==> src/rtl/mig_pkg.sv <==
// -----------------------------------------------------------------------------
// mig_pkg
// Shared types and helpers for the MIG stream evaluator.
//   lit_t            : literal {index, complement} at the default index width
//   state_t          : evaluator FSM states
//   CONST0_IDX       : table index that always reads as constant 0
//   lit_idx/lit_cmp  : split a literal into its index and complement bit
//   first_node_idx   : table index of the first MAJ node for a given PI count
// -----------------------------------------------------------------------------
package mig_pkg;

  localparam int CONST0_IDX = 0;
  localparam int LIT_IDX_W  = 8;

  typedef logic [LIT_IDX_W:0] lit_t;

  typedef enum logic [1:0] {
    ST_IDLE,
    ST_EVAL,
    ST_DRAIN,
    ST_RESOLVE
  } state_t;

  // Literals are passed zero-extended to 32 bits so the helpers work for any
  // instance index width.
  function automatic logic [31:0] lit_idx(input logic [31:0] lit);
    return {1'b0, lit[31:1]};
  endfunction

  function automatic logic lit_cmp(input logic [31:0] lit);
    return lit[0];
  endfunction

  function automatic int unsigned first_node_idx(input int unsigned num_pi);
    return num_pi + 1;
  endfunction

endpackage

==> src/rtl/mig_maj3.sv <==
// -----------------------------------------------------------------------------
// mig_maj3
// Combinational 3-input majority with a complement control per input.
//   i_a/i_b/i_c     : raw fanin values from the value table
//   i_ca/i_cb/i_cc  : complement bits (1 inverts the matching fanin)
//   o_y             : MAJ(a^ca, b^cb, c^cc)
// -----------------------------------------------------------------------------
module mig_maj3 (
  input  logic i_a,
  input  logic i_b,
  input  logic i_c,
  input  logic i_ca,
  input  logic i_cb,
  input  logic i_cc,
  output logic o_y
);

  logic w_va;
  logic w_vb;
  logic w_vc;

  assign w_va = i_a ^ i_ca;
  assign w_vb = i_b ^ i_cb;
  assign w_vc = i_c ^ i_cc;
  assign o_y  = (w_va & w_vb) | (w_va & w_vc) | (w_vb & w_vc);

endmodule

==> src/rtl/mig_stream_evaluator.sv <==
// -----------------------------------------------------------------------------
// mig_stream_evaluator
// Consumes a topologically ordered stream of MAJ-node descriptors, evaluates
// each node against a captured primary-input vector and returns the value of
// the output literal given on the last beat.
//   clk, rst        : clock, synchronous active-high reset
//   start, pi_vec   : begin evaluation (IDLE only), PI vector captured on start
//   node_valid/ready: descriptor handshake, one node per cycle
//   node_lit_a/b/c  : fanin literals {index, complement}
//   node_last       : final descriptor; out_lit sampled with it
//   busy, done      : not-IDLE flag, one-cycle completion pulse
//   po, err         : evaluated output and malformed-stream flag (held)
// -----------------------------------------------------------------------------
module mig_stream_evaluator
  import mig_pkg::*;
#(
  parameter int NUM_PI    = 4,
  parameter int MAX_NODES = 128,
  parameter int IDX_W     = 8
) (
  input  logic             clk,
  input  logic             rst,
  input  logic             start,
  input  logic [NUM_PI-1:0] pi_vec,
  input  logic             node_valid,
  output logic             node_ready,
  input  logic [IDX_W:0]   node_lit_a,
  input  logic [IDX_W:0]   node_lit_b,
  input  logic [IDX_W:0]   node_lit_c,
  input  logic             node_last,
  input  logic [IDX_W:0]   out_lit,
  output logic             busy,
  output logic             done,
  output logic             po,
  output logic             err
);

  localparam int FIRST = first_node_idx(NUM_PI);
  localparam int CNT_W = $clog2(MAX_NODES + 1);
  localparam int TBL_W = 1 << IDX_W;

  state_t               r_state;
  state_t               w_state_next;
  logic [NUM_PI-1:0]    r_pi;
  logic [MAX_NODES-1:0] r_node_val;
  logic [CNT_W-1:0]     r_count;
  logic [IDX_W:0]       r_out_lit;
  logic                 r_err;
  logic                 r_po;
  logic                 r_done;

  // Whole index space viewed as one vector: const0, PIs, then nodes. Padding
  // up to 2^IDX_W lets any index select it directly; range checks keep the
  // unwritten part from ever being consumed.
  logic [TBL_W-1:0]     w_table;
  logic [IDX_W-1:0]     w_idx_a;
  logic [IDX_W-1:0]     w_idx_b;
  logic [IDX_W-1:0]     w_idx_c;
  logic [IDX_W-1:0]     w_idx_out;
  logic [IDX_W:0]       w_limit;
  logic                 w_accept;
  logic                 w_fwd;
  logic                 w_ovf;
  logic                 w_bad;
  logic                 w_write;
  logic                 w_maj;
  logic                 w_out_oor;

  assign w_table   = TBL_W'({r_node_val, r_pi, 1'b0});
  assign w_idx_a   = IDX_W'(lit_idx(32'(node_lit_a)));
  assign w_idx_b   = IDX_W'(lit_idx(32'(node_lit_b)));
  assign w_idx_c   = IDX_W'(lit_idx(32'(node_lit_c)));
  assign w_idx_out = IDX_W'(lit_idx(32'(r_out_lit)));

  // First index not yet written; one bit wider so it cannot wrap when the
  // table is exactly full.
  assign w_limit   = (IDX_W+1)'(FIRST) + (IDX_W+1)'(r_count);

  assign w_accept  = node_valid & node_ready;
  assign w_fwd     = ({1'b0, w_idx_a} >= w_limit) |
                     ({1'b0, w_idx_b} >= w_limit) |
                     ({1'b0, w_idx_c} >= w_limit);
  assign w_ovf     = (r_count == CNT_W'(MAX_NODES));
  assign w_bad     = w_fwd | w_ovf;
  assign w_write   = w_accept & (r_state == ST_EVAL) & ~w_bad;
  assign w_out_oor = ({1'b0, w_idx_out} >= w_limit);

  mig_maj3 u_maj3 (
    .i_a  (w_table[w_idx_a]),
    .i_b  (w_table[w_idx_b]),
    .i_c  (w_table[w_idx_c]),
    .i_ca (lit_cmp(32'(node_lit_a))),
    .i_cb (lit_cmp(32'(node_lit_b))),
    .i_cc (lit_cmp(32'(node_lit_c))),
    .o_y  (w_maj)
  );

  // State register
  always_ff @(posedge clk) begin
    if (rst) begin
      r_state <= ST_IDLE;
    end else begin
      r_state <= w_state_next;
    end
  end

  // Next state and handshake outputs
  always_comb begin
    w_state_next = r_state;
    node_ready   = 1'b0;
    busy         = 1'b1;
    case (r_state)
      ST_IDLE: begin
        busy = 1'b0;
        if (start) begin
          w_state_next = ST_EVAL;
        end
      end
      ST_EVAL: begin
        node_ready = 1'b1;
        if (w_accept) begin
          // A bad last beat still resolves directly, carrying err with it.
          if (node_last) begin
            w_state_next = ST_RESOLVE;
          end else if (w_bad) begin
            w_state_next = ST_DRAIN;
          end
        end
      end
      ST_DRAIN: begin
        node_ready = 1'b1;
        if (w_accept && node_last) begin
          w_state_next = ST_RESOLVE;
        end
      end
      ST_RESOLVE: begin
        w_state_next = ST_IDLE;
      end
      default: begin
        w_state_next = ST_IDLE;
      end
    endcase
  end

  // Control/result datapath
  always_ff @(posedge clk) begin
    if (rst) begin
      r_pi      <= '0;
      r_count   <= '0;
      r_out_lit <= '0;
      r_err     <= 1'b0;
      r_po      <= 1'b0;
      r_done    <= 1'b0;
    end else begin
      r_done <= 1'b0;
      case (r_state)
        ST_IDLE: begin
          if (start) begin
            r_pi    <= pi_vec;
            r_count <= '0;
            r_err   <= 1'b0;
          end
        end
        ST_EVAL: begin
          if (w_accept) begin
            if (w_bad) begin
              r_err <= 1'b1;
            end else begin
              r_count <= r_count + 1'b1;
            end
            if (node_last) begin
              r_out_lit <= out_lit;
            end
          end
        end
        ST_RESOLVE: begin
          r_done <= 1'b1;
          if (r_err || w_out_oor) begin
            r_err <= 1'b1;
            r_po  <= 1'b0;
          end else begin
            r_po <= w_table[w_idx_out] ^ lit_cmp(32'(r_out_lit));
          end
        end
        default: begin
        end
      endcase
    end
  end

  // Node value slots; contents beyond the count are never read.
  for (genvar gi = 0; gi < MAX_NODES; gi++) begin : g_slot
    always_ff @(posedge clk) begin
      if (w_write && (r_count == CNT_W'(gi))) begin
        r_node_val[gi] <= w_maj;
      end
    end
  end

  assign done = r_done;
  assign po   = r_po;
  assign err  = r_err;

endmodule
==> config.mk <==
export PLATFORM = sky130hd
export DESIGN_NAME = mig_stream_evaluator
export DESIGN_NICKNAME = d
export VERILOG_FILES = /design/src/rtl/mig_pkg.sv /design/src/rtl/mig_maj3.sv /design/src/rtl/mig_stream_evaluator.sv
export SDC_FILE = /design/constraint.sdc
export NUM_CORES = 1
export LEC_CHECK = 0
export ABC_CLOCK_PERIOD_IN_PS = 12810
export BUFFER_PORTS_ARGS = -buffer_cell sky130_fd_sc_hd__buf_4
export CORE_AREA = 3 3 201 203
export DETAILED_ROUTE_END_ITERATION = 12
export DIE_AREA = 0 0 204 206
export SLEW_MARGIN = 20
export SYNTH_ARGS = -nofsm -noshare
export SYNTH_HDL_FRONTEND = slang
export SYNTH_SLANG_ARGS = --single-unit
export TNS_END_PERCENT = 30
==> constraint.sdc <==
create_clock -name clk -period 12.81 [get_ports clk]
set_clock_uncertainty 0.15 [all_clocks]
set_input_delay 1.9215 -clock clk [delete_from_list [all_inputs] [get_ports clk]]
set_output_delay 1.9215 -clock clk [all_outputs]
set_load 0.02 [all_outputs]
==> run metrics <==
Gate power share=0.200; Leak=roughly 4 nW; FFs w/ async S/R, synth=0; pin count of the biggest net entering global routing=129; Gates resized, CTS repair=0; # hold bufs at CTS=0; DP HPWL=between 20 and 25 mm; Initial Utilization=0.2989; Worst EP required=12780 ps; via count=around 9200; syn_nets=1075; initial DRC count=~1100; synthesized instance count=1001; NetSw=0.3922 mW; H-tree levels=4; Crit Path Max Fanout=40; die span in x=204 um; min-delay src=po; ratio of cells with drive above 1 in the final layout=0.2288; power share of the sequential group=0.419; syn_area_per_cell=11.54 um^2; status=complete, no violations; CP Launch Type=primary input; peak supply drop=between 0.09 and 0.1 mV; Period minus WS final=between 5000 and 6000 ps; max-slew violations=0; Final Util=0.3320; DR WL/cell=24.90 um; Post-CTS Setup Bufs=0; antenna violations before repair=0; Slew @ Worst Pin=952.8 ps; Core Area=38650 um^2; Max clock buf depth=2; Sw Share=0.2806; Final Hold Vio Count=0; clock network power share=0.381; Port Buffers=between 40 and 50; synthesis-to-layout area growth=11.08%; first-pass GRT wire length=approximately 57 mm; dominant cells by area after synthesis=edfxtp_1, mux4_2, nor2_1, mux2i_1, dfxtp_1; max_slew headroom=0.3631; crit path DAT=5830 ps; CTS tree=built; FP Rows=72; # Max-Cap Violations=0; CTS sink cnt=~150; Syn. warnings=0; synthesized flop and latch total=154; period utilisation layout=0.4578; Crit Path Class=primary input to flop; crit-path cells=buf_4 -> inv_1 -> ha_1 -> a21boi_0 -> o21ai_0 -> maj3_2 -> o2111a_1 -> a211oi_1 -> nand4_1 -> o21ai_2 -> nand4_1 -> nor2_1; most common cell after layout, fill and taps aside=nor2_1; Post-synth EDFFs=128; CTS clk-pin slew, worst paths=roughly 70 ps; most used cell, CP=nand4_1; worst reg2reg path depth=12; CTS Root Cell=clkbuf_16; RR Startpoint=r_count[3]; Yosys top cell area share=0.3328; sequential share of the synthesized area=0.3778; FF-to-FF End=r_node_val[100]; largest area contributor in the netlist=edfxtp_1; Die Y=between 200 and 250 um; final setup vio count=0; RSZ-0062 raised after global routing=false; pwr dens=108.9 nW/um^2; Main synth FF type=edfxtp_1; Worst R2R Setup Slack=7510 ps; worst skew pair latency=roughly 440 ps; delay of the slowest critical-path stage=about 860 ps; WHS Path Cells=2; CTS buffer count=17; Total GRT Usage=0.1798; setup total negative slack=0 ps; grt ovf=0; FILL cells=around 3800; Final ANT Viol Nets=0; DRC viols=0; FMAX=roughly 170 MHz; die area=42020 um^2; nets@finish=1076; First-pass DRT Iterations=6; Cell Area, Synth=between 10000 and 15000 um^2; Int Power=1.005 mW; GPL Wtd Cong=0.9167; Ant. Diodes=0; Vias per Instance=6.021; vias in the first global route=8844; # IOs=50; most frequent cells in the layout=nor2_1, edfxtp_1, mux4_2, nand2_1, mux2i_1; WHS Endpoint=po; final wirelength=38.15 mm; Slowest-stage cell, CP=nand4_1; HP Class=flop to flop; nature of the critical path endpoint=flop; count of cell types in the netlist=78
## through the flow
stage | setup slack [ps] | cell area [um^2] | std cells | power [mW] | hold WS, ps
final | 6946 | 12830 | 1532 | 1.397 | 330.9
after global routing | 6580 | 12830 | 1532 | 1.440 | 374.8
after CTS | 6973 | 12830 | 1532 | 1.398 | 336.0
after detailed placement | 6527 | 12220 | 1501 | 0.8723 | 323.5
after global placement | 6598 | 12220 | 1501 | 0.8686 | 305.9
after floorplan | 6445 | 11550 | 1001 | 0.7851 | 298.8
## metal layers
layer	up-vias	global-route usage	wire, um
li1	3921	-	-
met1	4685	0.2364	15000
met2	521	0.3000	18130
met3	97	0.02315	3480
met4	0	0.07643	1538
met5	-	0	0
## area by class of cell
class | count | area (um^2) | area share
Tap cell | 518 | 648.1 | 0.05051
Timing Repair Buffer | 53 | 401.6 | 0.03130
Clock inverter | 12 | 173.9 | 0.01355
Sequential cell | 154 | 4365 | 0.3402
Multi-Input combinational cell | 747 | 6700 | 0.5222
Inverter | 29 | 108.9 | 0.008484
Clock buffer | 19 | 432.9 | 0.03374
## synthesized netlist by cell type (14+ instances only)
library cell and instances:
nor2_1 160, edfxtp_1 128, mux4_2 112, nand2_1 66, mux2i_1 57, a21oi_1 43, ha_1 29, o21ai_0 28
inv_1 27, clkbuf_1 26, dfxtp_1 26, nand3_1 26, buf_2 25, nor3_1 18, xnor2_1 16, nor2b_1 14
## sequential cells by signal, indices dropped and copies added, names as in the netlist
signal / cells
po: 1
r_state: 2
r_count: 8
r_node_val: 128
r_pi: 4
err: 1
r_out_lit: 9
done: 1
## how the worst max path moves through the flow
| stage | endpoint | slack [ps] | startpoint |
|---|---|---|---|
| after floorplan | r_node_val[0] | 6450 | node_lit_c[1] |
| after global placement | r_node_val[98] | 6600 | node_lit_a[1] |
| after detailed placement | r_node_val[100] | 6530 | node_lit_a[1] |
| after CTS | r_node_val[100] | 6970 | node_lit_a[1] |
| after global routing | r_node_val[101] | 6580 | node_lit_a[1] |
| final | r_node_val[100] | 6950 | node_lit_a[1] |
## power groups by stage
stage / Combinational [mW] / Clock (mW) / Sequential [mW]
3_5_place_dp: 0.276 / 0 / 0.596
4_1_cts: 0.277 / 0.535 / 0.585
5_1_grt: 0.298 / 0.555 / 0.586
3_3_place_gp: 0.273 / 0 / 0.596
6_report: 0.279 / 0.532 / 0.586
2_1_floorplan: 0.189 / 0 / 0.596
## kinds of logic after synthesis
| group | share of synthesized area |
|---|---|
| buffers and inverters | 0.04246 |
| XOR/XNOR | 0.01657 |
| AND/OR/NAND/NOR | 0.1401 |
| multiplexers | 0.2785 |
| flip-flops | 0.3778 |
| adder cells (fa/ha/maj) | 0.03510 |
| AO/OA/AOI/OAI | 0.1095 |
## critical path, delay by kind of cell
family	cells	cell delay, ps
buf+inv	2	730
fa+ha+maj	2	630
simple gates	3	1390
compound gates	5	1140
(Power assumes the default switching activity.)
